`config.mk`:
```
export PLATFORM = sky130hd
export DESIGN_NAME = turnstile_credit_arbiter
export DESIGN_NICKNAME = d
export VERILOG_FILES = /design/src/rtl/turnstile_credit_arbiter.sv
export SDC_FILE = /design/constraint.sdc
export NUM_CORES = 1
export LEC_CHECK = 0
export ABC_AREA = 1
export BUFFER_PORTS_ARGS = -buffer_cell sky130_fd_sc_hd__buf_2
export CORE_ASPECT_RATIO = 0.6
export CORE_UTILIZATION = 45
export DETAILED_ROUTE_END_ITERATION = 7
export MAX_ROUTING_LAYER = met4
export PLACE_DENSITY = 0.71
export SYNTH_ARGS = -nofsm -noshare
export SYNTH_HDL_FRONTEND = slang
export SYNTH_SLANG_ARGS = --single-unit
```
`constraint.sdc`:
```
create_clock -name clk_i -period 4.6 [get_ports clk_i]
set_clock_uncertainty 0.05 [all_clocks]
set_input_delay 0.69 -clock clk_i [delete_from_list [all_inputs] [get_ports clk_i]]
set_output_delay 0.69 -clock clk_i [all_outputs]
set_load 0.02 [all_outputs]
```
`src/rtl/turnstile_credit_arbiter.sv`:
```
`default_nettype none
// =============================================================================
// Module   : turnstile_credit_arbiter
// Purpose  : Shared coin-credit pool with round-robin passage arbitration for
//            N_GATES turnstiles. Define TCA_TIMEOUT_EN to add a PASSING timeout.
// Revision : 1.0
// =============================================================================
module turnstile_credit_arbiter #(
   parameter int unsigned N_GATES     = 4,
   parameter int unsigned CREDIT_W    = 8,
   parameter int unsigned TIMEOUT_CYC = 16
) (
   input  logic                clk_i,
   input  logic                rst_ni,
   input  logic [N_GATES-1:0]  coin_i,
   input  logic [N_GATES-1:0]  push_i,
   output logic [N_GATES-1:0]  grant_o,
   output logic [N_GATES-1:0]  passing_o,
   output logic                unlocked_o,
   output logic [CREDIT_W-1:0] credit_o,
   output logic [15:0]         pass_cnt_o,
   output logic                overflow_o,
   output logic [N_GATES-1:0]  timeout_o
);

   localparam int unsigned    PTR_W      = $clog2(N_GATES);
   localparam int unsigned    SUM_W      = CREDIT_W + 4;
   localparam logic [SUM_W-1:0] CREDIT_MAX = {4'b0000, {CREDIT_W{1'b1}}};

   typedef enum logic [0:0] {
      GATE_IDLE    = 1'b0,
      GATE_PASSING = 1'b1
   } gate_state_e;

   if (N_GATES < 2 || N_GATES > 8 || TIMEOUT_CYC < 1) begin : g_param_check
      $error("turnstile_credit_arbiter: unsupported parameter set");
   end

   gate_state_e         state_q [N_GATES];
   gate_state_e         state_d [N_GATES];
   logic [N_GATES-1:0]  grant_q, grant_d;
   logic [PTR_W-1:0]    rr_q, rr_d;
   logic [CREDIT_W-1:0] credit_q, credit_d;
   logic [15:0]         pass_cnt_q, pass_cnt_d;
   logic                overflow_q, overflow_d;

   logic [N_GATES-1:0]  eligible;
   logic                found;
   logic [PTR_W-1:0]    sel;
   logic [PTR_W:0]      idx;
   logic [3:0]          coin_cnt;
   logic [SUM_W-1:0]    credit_sum;

`ifdef TCA_TIMEOUT_EN
   localparam int unsigned CNT_W = $clog2(TIMEOUT_CYC + 1);
   logic [CNT_W-1:0]    cnt_q [N_GATES];
   logic [CNT_W-1:0]    cnt_d [N_GATES];
   logic [N_GATES-1:0]  blocked_q, blocked_d;
   logic [N_GATES-1:0]  timeout_q, timeout_d;
`endif

   always_comb begin
      for (int g = 0; g < N_GATES; g++) begin
         eligible[g] = push_i[g] && (state_q[g] == GATE_IDLE) && !grant_q[g];
`ifdef TCA_TIMEOUT_EN
         // A timed-out gate waits for push_i to fall before it may compete again.
         eligible[g] = eligible[g] && !blocked_q[g];
`endif
      end
   end

   // Round-robin search starting at rr_q, wrapping at N_GATES.
   always_comb begin
      found = 1'b0;
      sel   = '0;
      idx   = '0;
      for (int i = 0; i < N_GATES; i++) begin
         idx = {1'b0, rr_q} + (PTR_W+1)'(i);
         if (idx >= (PTR_W+1)'(N_GATES)) begin
            idx = idx - (PTR_W+1)'(N_GATES);
         end
         if (!found && eligible[idx[PTR_W-1:0]]) begin
            found = 1'b1;
            sel   = idx[PTR_W-1:0];
         end
      end
   end

   always_comb begin
      grant_d    = '0;
      rr_d       = rr_q;
      pass_cnt_d = pass_cnt_q;
      overflow_d = overflow_q;
      coin_cnt   = '0;

      if (found && (credit_q != '0)) begin
         grant_d[sel] = 1'b1;
         rr_d         = (sel == PTR_W'(N_GATES - 1)) ? '0 : sel + 1'b1;
         pass_cnt_d   = pass_cnt_q + 16'd1;
      end

      for (int g = 0; g < N_GATES; g++) begin
         coin_cnt = coin_cnt + {3'b000, coin_i[g]};
      end

      // Coins added and grant debited before saturating.
      credit_sum = {4'b0000, credit_q} + SUM_W'(coin_cnt) - SUM_W'(|grant_d);
      if (credit_sum > CREDIT_MAX) begin
         credit_d   = '1;
         overflow_d = 1'b1;
      end else begin
         credit_d   = credit_sum[CREDIT_W-1:0];
      end
   end

   always_comb begin
      for (int g = 0; g < N_GATES; g++) begin
         state_d[g] = state_q[g];
`ifdef TCA_TIMEOUT_EN
         cnt_d[g]     = cnt_q[g];
         timeout_d[g] = 1'b0;
         blocked_d[g] = blocked_q[g] & push_i[g];
`endif
         case (state_q[g])
            GATE_IDLE: begin
               if (grant_d[g]) begin
                  state_d[g] = GATE_PASSING;
`ifdef TCA_TIMEOUT_EN
                  cnt_d[g]   = '0;
`endif
               end
            end
            GATE_PASSING: begin
               if (!push_i[g]) begin
                  state_d[g] = GATE_IDLE;
               end
`ifdef TCA_TIMEOUT_EN
               else if (cnt_q[g] == CNT_W'(TIMEOUT_CYC - 1)) begin
                  state_d[g]   = GATE_IDLE;
                  timeout_d[g] = 1'b1;
                  blocked_d[g] = 1'b1;
               end else begin
                  cnt_d[g]     = cnt_q[g] + 1'b1;
               end
`endif
            end
            default: state_d[g] = GATE_IDLE;
         endcase
      end
   end

   always_ff @(posedge clk_i or negedge rst_ni) begin
      if (!rst_ni) begin
         for (int g = 0; g < N_GATES; g++) begin
            state_q[g] <= GATE_IDLE;
         end
         grant_q    <= '0;
         rr_q       <= '0;
         credit_q   <= '0;
         pass_cnt_q <= '0;
         overflow_q <= 1'b0;
      end else begin
         for (int g = 0; g < N_GATES; g++) begin
            state_q[g] <= state_d[g];
         end
         grant_q    <= grant_d;
         rr_q       <= rr_d;
         credit_q   <= credit_d;
         pass_cnt_q <= pass_cnt_d;
         overflow_q <= overflow_d;
      end
   end

`ifdef TCA_TIMEOUT_EN
   always_ff @(posedge clk_i or negedge rst_ni) begin
      if (!rst_ni) begin
         for (int g = 0; g < N_GATES; g++) begin
            cnt_q[g] <= '0;
         end
         blocked_q <= '0;
         timeout_q <= '0;
      end else begin
         for (int g = 0; g < N_GATES; g++) begin
            cnt_q[g] <= cnt_d[g];
         end
         blocked_q <= blocked_d;
         timeout_q <= timeout_d;
      end
   end

   assign timeout_o = timeout_q;
`else
   assign timeout_o = '0;
`endif

   always_comb begin
      for (int g = 0; g < N_GATES; g++) begin
         passing_o[g] = (state_q[g] == GATE_PASSING);
      end
   end

   assign grant_o    = grant_q;
   assign credit_o   = credit_q;
   assign unlocked_o = (credit_q != '0);
   assign pass_cnt_o = pass_cnt_q;
   assign overflow_o = overflow_q;

endmodule
`default_nettype wire
```
* Word level (Yosys, flattened, before mapping) *
Index checks and enable logic that the tools add are counted.

word-level totals
  bits in registers = 35
  input bits = 10
  output and inout port bits = 38
  logic and storage cells = 98

cells by class
  add/subtract/negate cells = 14
  order comparisons = 11
  eq/ne operators = 1
  muxes and demuxes = 37
  bitwise operators = 4
  reduce and logical (&&, ||, !) cells = 22

operators with widths
  operator               number
  $mux 2                 9
  $mux 1                 17
  $add 16x1->16 const B  1
  $lt 2x3->1 const B     5
  $logic_and 1x1->1      13
  $gt 12x8->1 const B    1
  $sub 9x1->10           1
  $add 8x4->9            1
  $ge 3x3->1 const B     3
  $bmux 1 s2             4
  $mux 8                 1
  $pmux 1 s2             4
  $reduce_bool 8->1      1
  $sub 2x1->2 const B    4
  $logic_not 1->1        7
  $add 2x2->3 const B    2
  $add 3x1->4            1
  $mux 4                 1
  $not 1->1              4
  $reduce_or 4->1        1
  $add 2x1->3            1
  $add 2x1->3 const B    1
  $ge 2x3->1 const B     1
  $add 1x1->2            1
  other kinds (4)        4

* Longest topological paths before layout *
  depth after elaboration = 24
  mapped depth = 22
  gate-level depth less buffers = 21

* Worst setup path after synthesis *
Ideal clock, no wire load.

  path type = register to register
  start = register credit_q[7] (netlist: credit_o[7])
  end = register credit_q[0] (netlist: credit_o[0])
  setup time = 0.072 ns
  arrival time = 4.043 ns
  path slack = 0.434 ns
  stages on the path, launching flop included = 20
  path buffers = 1
  cells stage by stage = dfrtp_1 > inv_1 > ha_1 > inv_1 > nor3_1 > nand3_2 > nand2_4 > inv_2 > buf_6 > ha_1 > fa_1 > fa_1 > fa_1 > o21ai_0 > nand4_1 > nand2_1 > nand2_1 > nand2_1 > clkinv_1 > nand3_1

between the ends
  cells in the longest elaborated chain, start to end = 7
  elaborated cells between the ends (all ways) = 8

ends and longest elaborated chain
  what                    line  RTL
  start, declared         43    logic [CREDIT_W-1:0] credit_q, credit_d;
  start signal, assigned  168   credit_q <= credit_d;
  $reduce_bool 8->1 (*)   -
  named net unlocked_o    19    output logic unlocked_o,
  $logic_and 1x1->1 (*)   96    if (found && (credit_q != '0)) begin
  $mux 4 (*)              96
  $reduce_or 4->1 (*)     107   credit_sum = {4'b0000, credit_q} + SUM_W'(coin_cnt) - SUM_W'(|grant_d);
  $sub 9x1->10 (*)        107
  $gt 12x8->1             108   if (credit_sum > CREDIT_MAX) begin
  $mux 8 (*)              108
  named net credit_d[0]   43

The timed path passes the listed nets; every way through them passes the cells marked *.
A chain may end at the register's enable or synchronous reset.

* Worst setup path in the final report *
  start = register rr_q[0]
  end = register credit_q[6] (netlist: credit_o[6])

between the ends
  cells in the longest elaborated chain, start to end = 23
  elaborated cells between the ends (all ways) = 48

ends and longest elaborated chain
  what                                                                  line  RTL
  start, declared                                                       42    logic [PTR_W-1:0] rr_q, rr_d;
  start signal, assigned                                                167   rr_q <= rr_d;
  parallel branches: the longest is 18 deep, another holds $add 2x1->3  -
  $mux 4 (*)                                                            96
  $reduce_or 4->1 (*)                                                   107
  $sub 9x1->10 (*)                                                      107
  $gt 12x8->1                                                           108
  $mux 8 (*)                                                            108
  named net credit_d[6]                                                 43

Mark *: on every way through the listed nets, which the timed path passes. The select of a mux whose other input is x is not followed.

==> flow_summary.toml <==
[timing]
tightest_slew_ps = 762
rsz0062_at_grt = "no"
setup_viol = 0
setup-tns-final_ps = 0
finalHoldViolCount = 0
relSlewSlack = 0.492
period_minus_slack_ps = 4330
fin_crit_sh = 0.942
max_freq_mhz = 231
slew_viol_final = 0

[global_route]
overflow = 0
antenna_found_initial = 0
grt_pass1_vias = 1997
grt_pass1_wl_mm = 9.49
grt.total_usage = 0.208
grt_max_degree = 36

[critical_path]
slowest_delay_ps = 610
slowest_stage = "dfrtp_1"
r2r_end = "credit_o[6]"
end_kind = "register"
crit_required_ps = 4770
reg2reg_slack_ps = 270
cp_cell_sequence = "inv_2, nand4_1, nand3_1, nand2_2, nand4_4, nand2_4, inv_2, ha_1, fa_1, fa_1, fa_1, o21ai_1, nand4_1, nand2_1, nand2_1, nand2_1, clkinv_1, nand3_1"
cp.arrival_ps = 4510
crit_type = "register to register"
path_max_fanout = 13
rr_worst_depth = 18
start_kind = "register"
rr_startpoint = "rr_q[0]"

[power]
p_clk_frac = 0.088
p_leak_nw = 1.65
p_int_mw = 1.19
power_frac_seq = 0.214
p_sw_mw = 1.36
combPwrFrac = 0.698
switching_share = 0.534
power.density_nw_per_um2 = 850
ir_worst_vdd_mv = 0.377
power_mw = 2.55

[cells_and_area]
layout_common_cells = "nand2_1, inv_1, buf_2, dfrtp_1, nand3_1"
syn2layout_area_growth_pct = 13.6
final_cells = 472
fin_nets = 427
antennaDiodeCount = 0
fin_area_um2 = 3000
mostFrequentLayoutCell = "nand2_1"
drive_gt1_frac = 0.163

[route]
viasPerCell = 4.88
vias = 2302
drt_iter0_drc = 193
first_pass_iters = 6
avgRoutedWirePerCell_um = 12.1
antenna_left = 0
route.detailed.drc = 2
finalWirelength_mm = 5.71

[placement]
dp_hpwl_mm = 4.63
place_congestion = 0.872
placed_cells = 463
numPortBuffers = 43
placed_cell_area_um2 = 2900

[clock_tree]
cts.path.max_buffers = 2
numCtsBuffers = 5
clock-sinks = 35
clock_latency_ps = 290
clockRootBuffer = "clkbuf_8"
clk_pin_slew_worst_paths_ps = 80
cts_tree = "done"
htreeDepth = 2

[floorplanning]
start_util = 0.470
core.rowCount = 21
die_w_um = 101
die_y_um = 61.3
fp.coreArea_um2 = 5620
dieArea_um2 = 6190
io_pins = 48

[logic_synthesis]
syn_inst = 344
ys_seq_elements = 35
syn_area_per_cell_um2 = 7.68
synthDistinctLibCells = 30
ys_seq_area_frac = 0.332
yosys.area.top_type = "dfrtp_1"
ys_top_cells_by_area = "dfrtp_1, nand2_1, ha_1"
synth.top_cell.area_share = 0.332
yosys_warnings = 0
synth_area_um2 = 2640

[flow_run]
maxCapViolations = 0

[hold_path]
hp-class = "input port to asynchronous set/reset pin"

[run_status]
status = "finished, violations left"
failed_checks = "design-rule violations"
[metal layers]
metal	up-vias	wire, µm	global-route usage
met1	1068	3070	0.311
met4	0	36	0.0435
met3	4	339	0.0420
li1	1171	-	-
met5	-	0	-
met2	59	2270	0.289
[synthesized netlist by cell type (all sizes together)]
cell type,n
nand4,13
nand2,103
conb,1
nand3,34
nand3b,2
o21bai,2
dfrtp,35
buf,9
xor2,14
clkinv,1
inv,57
ha,23
a31oi,1
nor3,10
xnor2,9
fa,3
and2,2
o21ai,10
a21oi,6
nor2,9
[timing repair]
item	in CTS	in global routing
hold buffers	0	0
gates resized for setup	0	1
setup buffers	0	1
endpoints found under the setup margin	0	9
hold endpoints to repair	0	0
[state kept, by name, summed over array words and instances (netlist names)]
signal and count:
passing_o 4, grant_o 4, credit_o 8, overflow_o 1
pass_cnt_o 16, rr_q 2
[power groups by stage]
stage	sequential, mW	combinational [mW]	clock, mW
after floorplan	0.605	1.34	0
after global placement	0.550	1.73	0
after detailed placement	0.555	1.77	0
after CTS	0.549	1.78	0.233
after global routing	0.569	2.03	0.247
final	0.546	1.78	0.225
[worst max-delay path by stage]
stage | startpoint | to | slack (ps) | depth (start not counted)
floorplan | credit_o[7] | credit_o[0] | 430 | 19
global placement | push_i[1] | credit_o[6] | 300 | 20
detailed placement | push_i[1] | credit_o[6] | 100 | 20
CTS | rr_q[0] | credit_o[0] | 180 | 18
global route | rr_q[0] | credit_o[5] | 20 | 18
finish | rr_q[0] | credit_o[6] | 270 | 18
[metrics by stage]
step	util	hold slack, ps	worst slack, ps
after floorplan	-	344	434
after global placement	0.516	424	299
after detailed placement	0.516	431	102
after CTS	0.532	437	184
after global routing	0.534	463	15.3
final	0.534	416	266
[cell families after synthesis]
logic type,share of synthesized area
other,0.00142
XOR/XNOR,0.0862
AND/OR/NAND/NOR,0.297
AO/OA/AOI/OAI,0.0384
buffers and inverters,0.114
adder cells (fa/ha/maj),0.132
flip-flops,0.332
[worst max-delay path: cells and delay by family (launching register included)]
family / cells / cell delay (ps)
compound gates: 1 / 280
flops: 1 / 610
simple gates: 10 / 1250
buf+inv: 3 / 440
fa+ha+maj: 4 / 1630
[area by class of cell]
class | instances | area, µm²
Inverter | 58 | 218
Clock inverter | 3 | 23.8
Multi-Input combinational cell | 245 | 1480
Sequential cell | 35 | 876
Tap cell | 80 | 100
Clock buffer | 5 | 68.8
Fill cell | 577 | 2620
Timing Repair Buffer | 46 | 238
Note: power is estimated with default switching activity, not from simulation.
